`src/rtl/mult_spi_sequencer.sv`:
```
`default_nettype none
// ============================================================================
//  Module      : mult_spi_sequencer
//  Description : Frame-level sequencer for the SPI multiplier peripheral.
//                Brings SCLK/CS/MOSI into the clk domain, deserializes two
//                operands, launches the shared multiplier, waits for done
//                with a timeout, then serializes the product on MISO.
//  Ports       : clk, rst_n            - system clock, async active-low reset
//                sclk, cs, mosi        - raw SPI pins (asynchronous to clk)
//                mult_res, mult_done   - multiplier product and completion
//                mult_a, mult_b        - operands, held until the next LOAD
//                mult_start            - one-clk multiplier launch pulse
//                miso                  - serial product, MSB first
//                busy, err, state      - status and debug
//  Revision    : 1.0 - initial release
// ============================================================================
module mult_spi_sequencer #(
    parameter int OPW     = 8,
    parameter int RESW    = 16,
    parameter int TIMEOUT = 64
) (
    input  logic            clk,
    input  logic            rst_n,
    input  logic            sclk,
    input  logic            cs,
    input  logic            mosi,
    input  logic [RESW-1:0] mult_res,
    input  logic            mult_done,
    output logic [OPW-1:0]  mult_a,
    output logic [OPW-1:0]  mult_b,
    output logic            mult_start,
    output logic            miso,
    output logic            busy,
    output logic            err,
    output logic [2:0]      state
);

    localparam int c_BIT_CNT_W = $clog2(2*OPW);
    localparam int c_OUT_CNT_W = $clog2(RESW);
    localparam int c_TO_CNT_W  = $clog2(TIMEOUT) + 1;

    localparam logic [c_BIT_CNT_W-1:0] c_BIT_LAST = c_BIT_CNT_W'(2*OPW - 1);
    localparam logic [c_OUT_CNT_W-1:0] c_OUT_LAST = c_OUT_CNT_W'(RESW - 1);
    localparam logic [c_TO_CNT_W-1:0]  c_TO_LAST  = c_TO_CNT_W'(TIMEOUT - 1);

    typedef enum logic [2:0] {
        S_IDLE       = 3'd0,
        S_LOAD       = 3'd1,
        S_MULT       = 3'd2,
        S_MULTRES    = 3'd3,
        S_MISORESULT = 3'd4,
        S_ERR        = 3'd5
    } state_t;

    state_t r_state;
    state_t w_state_next;

    // Two-flop synchronizers; r_sclk_d holds the previous synced SCLK for
    // edge detection.
    logic r_sclk_meta, r_sclk_s, r_sclk_d;
    logic r_cs_meta,   r_cs_s;
    logic r_mosi_meta, r_mosi_s;

    logic w_sclk_rise;
    logic w_sclk_fall;

    // Only the first 2*OPW-1 bits need storing: the final bit is combined
    // with them directly at capture time.
    logic [2*OPW-2:0]       r_in_sr;
    logic [2*OPW-1:0]       w_in_next;
    logic [c_BIT_CNT_W-1:0] r_bitcnt;
    logic [c_TO_CNT_W-1:0]  r_tocnt;
    logic [RESW-1:0]        r_out_sr;
    logic [c_OUT_CNT_W-1:0] r_outcnt;
    logic [OPW-1:0]         r_mult_a;
    logic [OPW-1:0]         r_mult_b;
    logic                   r_err;

    assign w_sclk_rise = r_sclk_s & ~r_sclk_d;
    assign w_sclk_fall = ~r_sclk_s & r_sclk_d;
    assign w_in_next   = {r_in_sr, r_mosi_s};

    assign mult_a = r_mult_a;
    assign mult_b = r_mult_b;
    assign err    = r_err;
    assign state  = r_state;

    // ------------------------------------------------------------------
    // Synchronizers
    // ------------------------------------------------------------------
    always_ff @(posedge clk or negedge rst_n) begin
        if (!rst_n) begin
            r_sclk_meta <= 1'b0;
            r_sclk_s    <= 1'b0;
            r_sclk_d    <= 1'b0;
            r_cs_meta   <= 1'b0;
            r_cs_s      <= 1'b0;
            r_mosi_meta <= 1'b0;
            r_mosi_s    <= 1'b0;
        end else begin
            r_sclk_meta <= sclk;
            r_sclk_s    <= r_sclk_meta;
            r_sclk_d    <= r_sclk_s;
            r_cs_meta   <= cs;
            r_cs_s      <= r_cs_meta;
            r_mosi_meta <= mosi;
            r_mosi_s    <= r_mosi_meta;
        end
    end

    // ------------------------------------------------------------------
    // State register
    // ------------------------------------------------------------------
    always_ff @(posedge clk or negedge rst_n) begin
        if (!rst_n) begin
            r_state <= S_IDLE;
        end else begin
            r_state <= w_state_next;
        end
    end

    // ------------------------------------------------------------------
    // Next-state and outputs. A low CS is checked first in every active
    // state so an abort beats any coincident SCLK edge or mult_done.
    // ------------------------------------------------------------------
    always_comb begin
        w_state_next = r_state;
        mult_start   = 1'b0;
        miso         = 1'b0;
        busy         = (r_state != S_IDLE);

        case (r_state)
            S_IDLE: begin
                if (r_cs_s) begin
                    w_state_next = S_LOAD;
                end
            end
            S_LOAD: begin
                if (!r_cs_s) begin
                    w_state_next = S_IDLE;
                end else if (w_sclk_rise && (r_bitcnt == c_BIT_LAST)) begin
                    w_state_next = S_MULT;
                end
            end
            S_MULT: begin
                // The timeout counter is zero only on the entry cycle.
                mult_start = (r_tocnt == '0);
                if (!r_cs_s) begin
                    w_state_next = S_IDLE;
                end else if (mult_done) begin
                    w_state_next = S_MULTRES;
                end else if (r_tocnt == c_TO_LAST) begin
                    w_state_next = S_ERR;
                end
            end
            S_MULTRES: begin
                if (!r_cs_s) begin
                    w_state_next = S_IDLE;
                end else begin
                    w_state_next = S_MISORESULT;
                end
            end
            S_MISORESULT: begin
                miso = r_out_sr[RESW-1];
                if (!r_cs_s) begin
                    w_state_next = S_IDLE;
                end else if (w_sclk_fall && (r_outcnt == c_OUT_LAST)) begin
                    w_state_next = S_IDLE;
                end
            end
            S_ERR: begin
                if (!r_cs_s) begin
                    w_state_next = S_IDLE;
                end
            end
            default: begin
                w_state_next = S_IDLE;
            end
        endcase
    end

    // ------------------------------------------------------------------
    // Input shift register, bit counter and operand capture
    // ------------------------------------------------------------------
    always_ff @(posedge clk or negedge rst_n) begin
        if (!rst_n) begin
            r_in_sr  <= '0;
            r_bitcnt <= '0;
            r_mult_a <= '0;
            r_mult_b <= '0;
        end else if (r_state == S_LOAD) begin
            if (!r_cs_s) begin
                r_in_sr  <= '0;
                r_bitcnt <= '0;
            end else if (w_sclk_rise) begin
                r_in_sr  <= w_in_next[2*OPW-2:0];
                r_bitcnt <= r_bitcnt + 1'b1;
                if (r_bitcnt == c_BIT_LAST) begin
                    r_mult_a <= w_in_next[2*OPW-1:OPW];
                    r_mult_b <= w_in_next[OPW-1:0];
                end
            end
        end else begin
            r_in_sr  <= '0;
            r_bitcnt <= '0;
        end
    end

    // ------------------------------------------------------------------
    // Timeout counter and sticky error flag
    // ------------------------------------------------------------------
    always_ff @(posedge clk or negedge rst_n) begin
        if (!rst_n) begin
            r_tocnt <= '0;
            r_err   <= 1'b0;
        end else begin
            if ((r_state == S_MULT) && (w_state_next == S_MULT)) begin
                r_tocnt <= r_tocnt + 1'b1;
            end else begin
                r_tocnt <= '0;
            end

            if ((r_state == S_MULT) && (w_state_next == S_ERR)) begin
                r_err <= 1'b1;
            end else if ((r_state == S_ERR) && (w_state_next == S_IDLE)) begin
                r_err <= 1'b0;
            end
        end
    end

    // ------------------------------------------------------------------
    // Output shift register: loaded in MULTRES so the MSB is on MISO from
    // the first MISORESULT cycle, shifted on each synced SCLK fall.
    // ------------------------------------------------------------------
    always_ff @(posedge clk or negedge rst_n) begin
        if (!rst_n) begin
            r_out_sr <= '0;
            r_outcnt <= '0;
        end else if ((r_state == S_MULTRES) && (w_state_next == S_MISORESULT)) begin
            r_out_sr <= mult_res;
            r_outcnt <= '0;
        end else if (r_state == S_MISORESULT) begin
            if (w_state_next != S_MISORESULT) begin
                r_out_sr <= '0;
                r_outcnt <= '0;
            end else if (w_sclk_fall) begin
                r_out_sr <= {r_out_sr[RESW-2:0], 1'b0};
                r_outcnt <= r_outcnt + 1'b1;
            end
        end else begin
            r_out_sr <= '0;
            r_outcnt <= '0;
        end
    end

endmodule
`default_nettype wire

```
`config.mk`:
```
export PLATFORM = sky130hd
export DESIGN_NAME = mult_spi_sequencer
export DESIGN_NICKNAME = d
export VERILOG_FILES = /design/src/rtl/mult_spi_sequencer.sv
export SDC_FILE = /design/constraint.sdc
export NUM_CORES = 1
export LEC_CHECK = 0
export CAP_MARGIN = 20
export CORE_MARGIN = 2
export CORE_UTILIZATION = 40
export DETAILED_ROUTE_END_ITERATION = 6
export SETUP_SLACK_MARGIN = 0.15
export SLEW_MARGIN = 5
export SYNTH_ARGS = -nofsm -noshare
export SYNTH_HDL_FRONTEND = slang
export SYNTH_SLANG_ARGS = --single-unit
```
`constraint.sdc`:
```
create_clock -name clk -period 2.1 [get_ports clk]
set_input_delay 0.42 -clock clk [delete_from_list [all_inputs] [get_ports clk]]
set_output_delay 0.42 -clock clk [all_outputs]
set_load 0.05 [all_outputs]
```
==> results_dict.tcl, run 1 <==
set metrics [dict create \
    coreArea_mm2 0.00769 \
    dp_cells 423 \
    routabilityCongestion 0.752 \
    grt_usage 0.149 \
    fp.dieW_um 93.0 \
    status "complete, no violations" \
    critPathCapture "mult_start" \
    hp-class "input pin to async pin" \
    hpwl_mm 3.78 \
    synth_ff_type "dfrtp_1" \
    antenna_found_initial 0 \
    crit_type "flip-flop to output port" \
    grt-ovfl-total 0 \
    layout-drive-gt1-share 0.184 \
    clockBufferDepth 2 \
    rr_endpoint "r_tocnt[3]" \
    maxSlewViolCount 0 \
    cts_sinks 73 \
    rr_worst_depth 5 \
    post-route-period-util 0.937 \
    rows 32 \
    grt_pass1_vias 2153 \
    end_kind "output port" \
    vias 2220 \
    drv_cap 0 \
    numPortBuffers 44 \
    syn-mean-instance-area_um2 11.0 \
    powerDensity_mw_per_mm2 651 \
    synth_seq_cells 73 \
    cts_root_buf "clkbuf_8" \
    worstSetupStartpointType "flip-flop" \
    yosys_warnings 0 \
    insertion_delay_ns 0.34 \
    drt_iter0_drc 114 \
    drt_first_pass_iters 4 \
    wl_mm 5.97 \
    grt_pass1_wl_mm 10.0 \
    syn_area_mm2 0.00317 \
    worstMarginPinSlew_ns 0.578 \
    vias_per_cell 4.99 \
    holdWs_ns 0.0834 \
    drc_errors 0 \
    finClkSkew_ns 0.00627 \
    fin_cells 445 \
    cts_buffers 9 \
    finalHoldViolCount 0 \
    rr_startpoint "r_tocnt[0]" \
    grt_start_max_net_pins 74 \
    ant_nets 0 \
    dieArea_mm2 0.00864 \
    finalSetupTns_ns 0 \
    synth_nets 313 \
    clk_pin_slew_ns 0.08 \
    rsz0062_at_grt "yes" \
    die_h_um 93.0 \
    n_antenna_cell 0 \
    synthCells 287 \
    arrival_ns 1.55 \
    slew_headroom 0.611 \
    layout_commonest_cell "dfrtp_1" \
    synth_cell_types 44 \
    crit_start "r_tocnt[5]" \
    io-pin-count 45 \
    p_leak_nw 2.01 \
    initial_utilization 0.412 \
    period_minus_slack_ns 1.97 \
    nets 364 \
    setup_viol 0 \
    tritoncts "built" \
    worstPathMaxFanout 2 \
    clock.fmax_mhz 508 \
    areaGrowthSynthToFinish_pct 27.0 \
    ys_seq_area_frac 0.577 \
    final_cell_mix "dfrtp_1, nand2_1, clkdlybuf4s50_1" \
    r2r_setup_slack_ns 0.29 \
    power.total_mw 2.62 \
    cp.required_ns 1.68 \
    ir_worst_vdd_v 0.000456 \
    wire_per_inst_um 13.4 \
    synth_edf_count 0 \
    htreeDepth 3 \
    async_flop_share 1.00 \
]
power breakdown:
part           total, mW  switching, mW  internal (mW)
combinational      0.125         0.0708         0.0540
sequential          1.42         0.0105           1.41
clock               1.07          0.520          0.548
state kept, by name, summed over array words and instances, names as in the netlist:
signal and cells:
r_sclk_s 1, r_cs_meta 1, r_sclk_d 1, r_out_sr 16, mult_b 8, r_mosi_meta 1, mult_a 8, err 1
r_mosi_s 1, r_in_sr 15, r_tocnt 7, state 3, r_outcnt 4, r_bitcnt 4, r_cs_s 1, r_sclk_meta 1
metal layers:
| layer | track usage | part of all wire | vias up |
|---|---|---|---|
| met1 | 0.198 | 0.49 | 1067 |
| met3 | 0.0309 | 0.040 | 9 |
| met2 | 0.229 | 0.46 | 45 |
| met4 | 0.0809 | 0.018 | 0 |
| li1 | - | - | 1099 |
| met5 | 0 | 0 | - |
cell usage after synthesis (2+ instances only):
library cell  number  area share
nand2b_1           2      0.0040
mux2_4             9       0.043
and3_1             5      0.0099
dfrtp_1           73        0.58
ha_1               4       0.016
nand3b_1           2      0.0047
nand2_1           55       0.065
inv_1              8      0.0095
nor4_1             3      0.0059
nor2b_1            2      0.0040
xor2_1             3      0.0083
xnor2_1            5       0.014
a21oi_1           20       0.032
mux2_2             7       0.025
a2bb2oi_1         15       0.042
nor2_1            11       0.013
nand3_1            6      0.0095
o21ai_0           18       0.028
clkbuf_1           8      0.0095
or3_1              2      0.0040
buf_2              6      0.0095
worst max-delay path, stage by stage, from the launching register on:
cell	delay, ns
dfrtp_1	0.38
nor4_1	0.28
nand3b_1	0.17
nor4_4	0.21
buf_12	0.18
kinds of logic after synthesis:
family,synth area share
muxes,0.0708
AOI/OAI and AO/OA,0.127
and+or+nand+nor,0.151
adders and majority gates,0.0158
buffers and inverters,0.0368
DFF,0.577
xor gates and xnor gates,0.0221
cell type report:
class	instances	area (um^2)
clock buffer	9	124
clock inverter	7	70.1
fill	710	3670
inverter	8	30.0
multi-input combinational	189	1250
sequential	73	1830
tap	102	128
timing repair buffer	57	589
through the flow:
stage	setup WS, ns	area, um^2	utilization
after floorplan	0.157	3180	-
after detailed placement	0.290	3750	0.488
final	0.132	4020	0.523
after global placement	0.317	3750	0.488
after CTS	0.0979	3960	0.515
after global routing	0.0676	4020	0.523
what timing repair did:
| action | 4_1_cts | 5_1_grt |
|---|---|---|
| resized for setup | 5 | 13 |
| endpoints found under the setup margin | 6 | 14 |
| cloned | 0 | 0 |
| buffers inserted | 3 | 3 |
| hold buffers | 0 | 0 |
| pin swaps | 3 | 0 |
worst min-delay path by stage:
stage | from | end | slack (ns) | cells past startpoint
CTS | rst_n | state[2] | 0.11 | 2
detailed placement | r_cs_meta | r_cs_s | 0.34 | 0
global route | rst_n | r_bitcnt[1] | 0.13 | 2
floorplan | rst_n | err | 0.12 | 0
finish | rst_n | state[2] | 0.08 | 2
global placement | r_mosi_meta | r_mosi_s | 0.33 | 0
(Power assumes the default switching activity.)
==> inputs of run 2 (changes only) <==
- CORE_UTILIZATION: 40 -> 54
- PLACE_DENSITY: unset -> 0.79
==> run 2 against run 1 <==
Against the previous run: cell count is 8.3% lower; non-clock buffer count down 5; die area down 25%; via count increased by 2.0%; critical path depth is 1 lower; clock skew down 0.0012 ns; critical path type unchanged.
==> results_dict.tcl, run 2 (synthesis results as in run 1) <==
set metrics [dict create \
    status "complete, no violations" \
    initial_utilization 0.568 \
    grt_start_max_net_pins 74 \
    cts_sinks 73 \
    vias 2265 \
    grt_usage 0.207 \
    cts_root_buf "clkbuf_8" \
    final-seq-area_mm2 0.00183 \
    final_util 0.701 \
    finalHoldViolCount 0 \
    rsz0062_at_grt "yes" \
    worstSetupStartpointType "flip-flop" \
    post-route-period-util 0.948 \
    largest_register_ffs 16 \
    path_cells "inv_1, nor4_4, buf_12" \
    m1WireLength_mm 2.82 \
    nets 359 \
    powerDensity_mw_per_mm2 623 \
    finalSetupTns_ns 0 \
    finClkSkew_ns 0.00510 \
    crit_type "flip-flop to output port" \
    top_regs "r_out_sr (16), r_in_sr (15)" \
    grt_pass1_wl_mm 10.2 \
    multiInputGateArea_mm2 0.00124 \
    htreeDepth 3 \
    max_flop_register "r_out_sr" \
    ant_nets 0 \
    final_cell_mix "dfrtp_1, nand2_1, a21oi_1, clkdlybuf4s50_1, o21ai_0" \
    die_h_um 80.6 \
    areaGrowthSynthToFinish_pct 23.4 \
    drv_cap 0 \
    cts_buffers 9 \
    cpPeakStageDelay_ns 0.50 \
    setup_viol 0 \
    io-pin-count 45 \
    insertion_delay_ns 0.34 \
    layout_commonest_cell "dfrtp_1" \
    rows 27 \
    layout-drive-gt1-share 0.161 \
    grt-ovfl-total 0 \
    grt_pass1_vias 2209 \
    arrival_ns 1.57 \
    wl_met3_um 264 \
    wl_mm 5.99 \
    worstMarginPinSlew_ns 0.592 \
    dieArea_mm2 0.00649 \
    drc_errors 0 \
    slew_headroom 0.605 \
    path_buf_inv 2 \
    period_minus_slack_ns 1.99 \
    numPortBuffers 44 \
    r2r_setup_slack_ns 0.30 \
    antenna_found_initial 0 \
    vias_per_cell 5.55 \
    clock.fmax_mhz 502 \
    drt_iter0_drc 91 \
    nFillCells 427 \
    ctsHoldBuffers 0 \
    wire_per_inst_um 14.7 \
    power.total_mw 2.43 \
    routabilityCongestion 0.823 \
    n_antenna_cell 0 \
    cp_slowest_cell "dfrtp_1" \
    wl_met2_mm 2.83 \
    tritoncts "built" \
    end_kind "output port" \
    drt_first_pass_iters 4 \
    clockBufferDepth 2 \
    hp-class "input pin to async pin" \
    crit_family "flip-flops" \
    cp.required_ns 1.68 \
    top_layer_used "met4" \
    worstPathMaxFanout 9 \
    fp.dieW_um 80.6 \
    ir_worst_vdd_v 0.000509 \
    hpwl_mm 3.97 \
    maxSlewViolCount 0 \
    coreArea_mm2 0.00557 \
    p_leak_nw 1.99 \
    clk_pin_slew_ns 0.07 \
]
## run 2: layout make-up
class                      count  area share
clock buffer                  10      0.0327
clock inverter                 4     0.00576
inverter                       8     0.00768
multi-input combinational    189       0.319
sequential                    73       0.468
tap                           72      0.0231
timing repair buffer          52       0.144
## run 2: worst register-to-register path: cells and delay by family (launching register included)
| family | cells | cell delay, ns |
|---|---|---|
| flip-flops | 1 | 0.41 |
| AO/OA/AOI/OAI | 3 | 0.83 |
| AND/OR/NAND/NOR | 1 | 0.27 |
| adder cells (fa/ha/maj) | 1 | 0.23 |
## run 2: what timing repair did
action | 4_1_cts | 5_1_grt
cloned | 0 | 0
buffers inserted | 0 | 0
pin swaps | 1 | 0
resized for setup | 4 | 15
endpoints found under the setup margin | 5 | 16
## run 2: metal layers
metal  GRT usage  up-vias
li1            -     1078
met1       0.276     1131
met2       0.326       46
met3      0.0629       10
met4      0.0661        0
met5           0        -
## run 2: final timing paths
path / startpoint / endpoint / cells past startpoint
hold / removal: rst_n / state[2] / 2
hold reg to reg: r_sclk_meta / r_sclk_s / 0
min in group clk: r_sclk_meta / r_sclk_s / 0
setup reg to reg: r_tocnt[0] / r_tocnt[6] / 5
max in group asynchronous: rst_n / r_tocnt[0] / 2
setup / recovery: state[1] / mult_start / 3
## run 2: through the flow
stage               setup WS (ns)  hold slack (ns)  instance area (um^2)  instances
CTS                        0.0868            0.105                  3870        408
floorplan                   0.157            0.124                  3180        287
detailed placement          0.260            0.335                  3720        394
finish                      0.110           0.0778                  3910        408
global placement            0.344            0.333                  3720        394
global route              -0.0256            0.116                  3910        408
## run 2: report_power, final
group | leakage, nW | switching, mW | internal [mW]
sequential | 0.993 | 0.0106 | 1.41
combinational | 0.922 | 0.0703 | 0.0552
clock | 0.0778 | 0.473 | 0.409
==> inputs of run 3 (changes only) <==
- HOLD_SLACK_MARGIN: unset -> 0.02
- TNS_END_PERCENT: unset -> 100
==> results of run 3 <==
Final layout, timing and power as in run 2 (identical DEF).
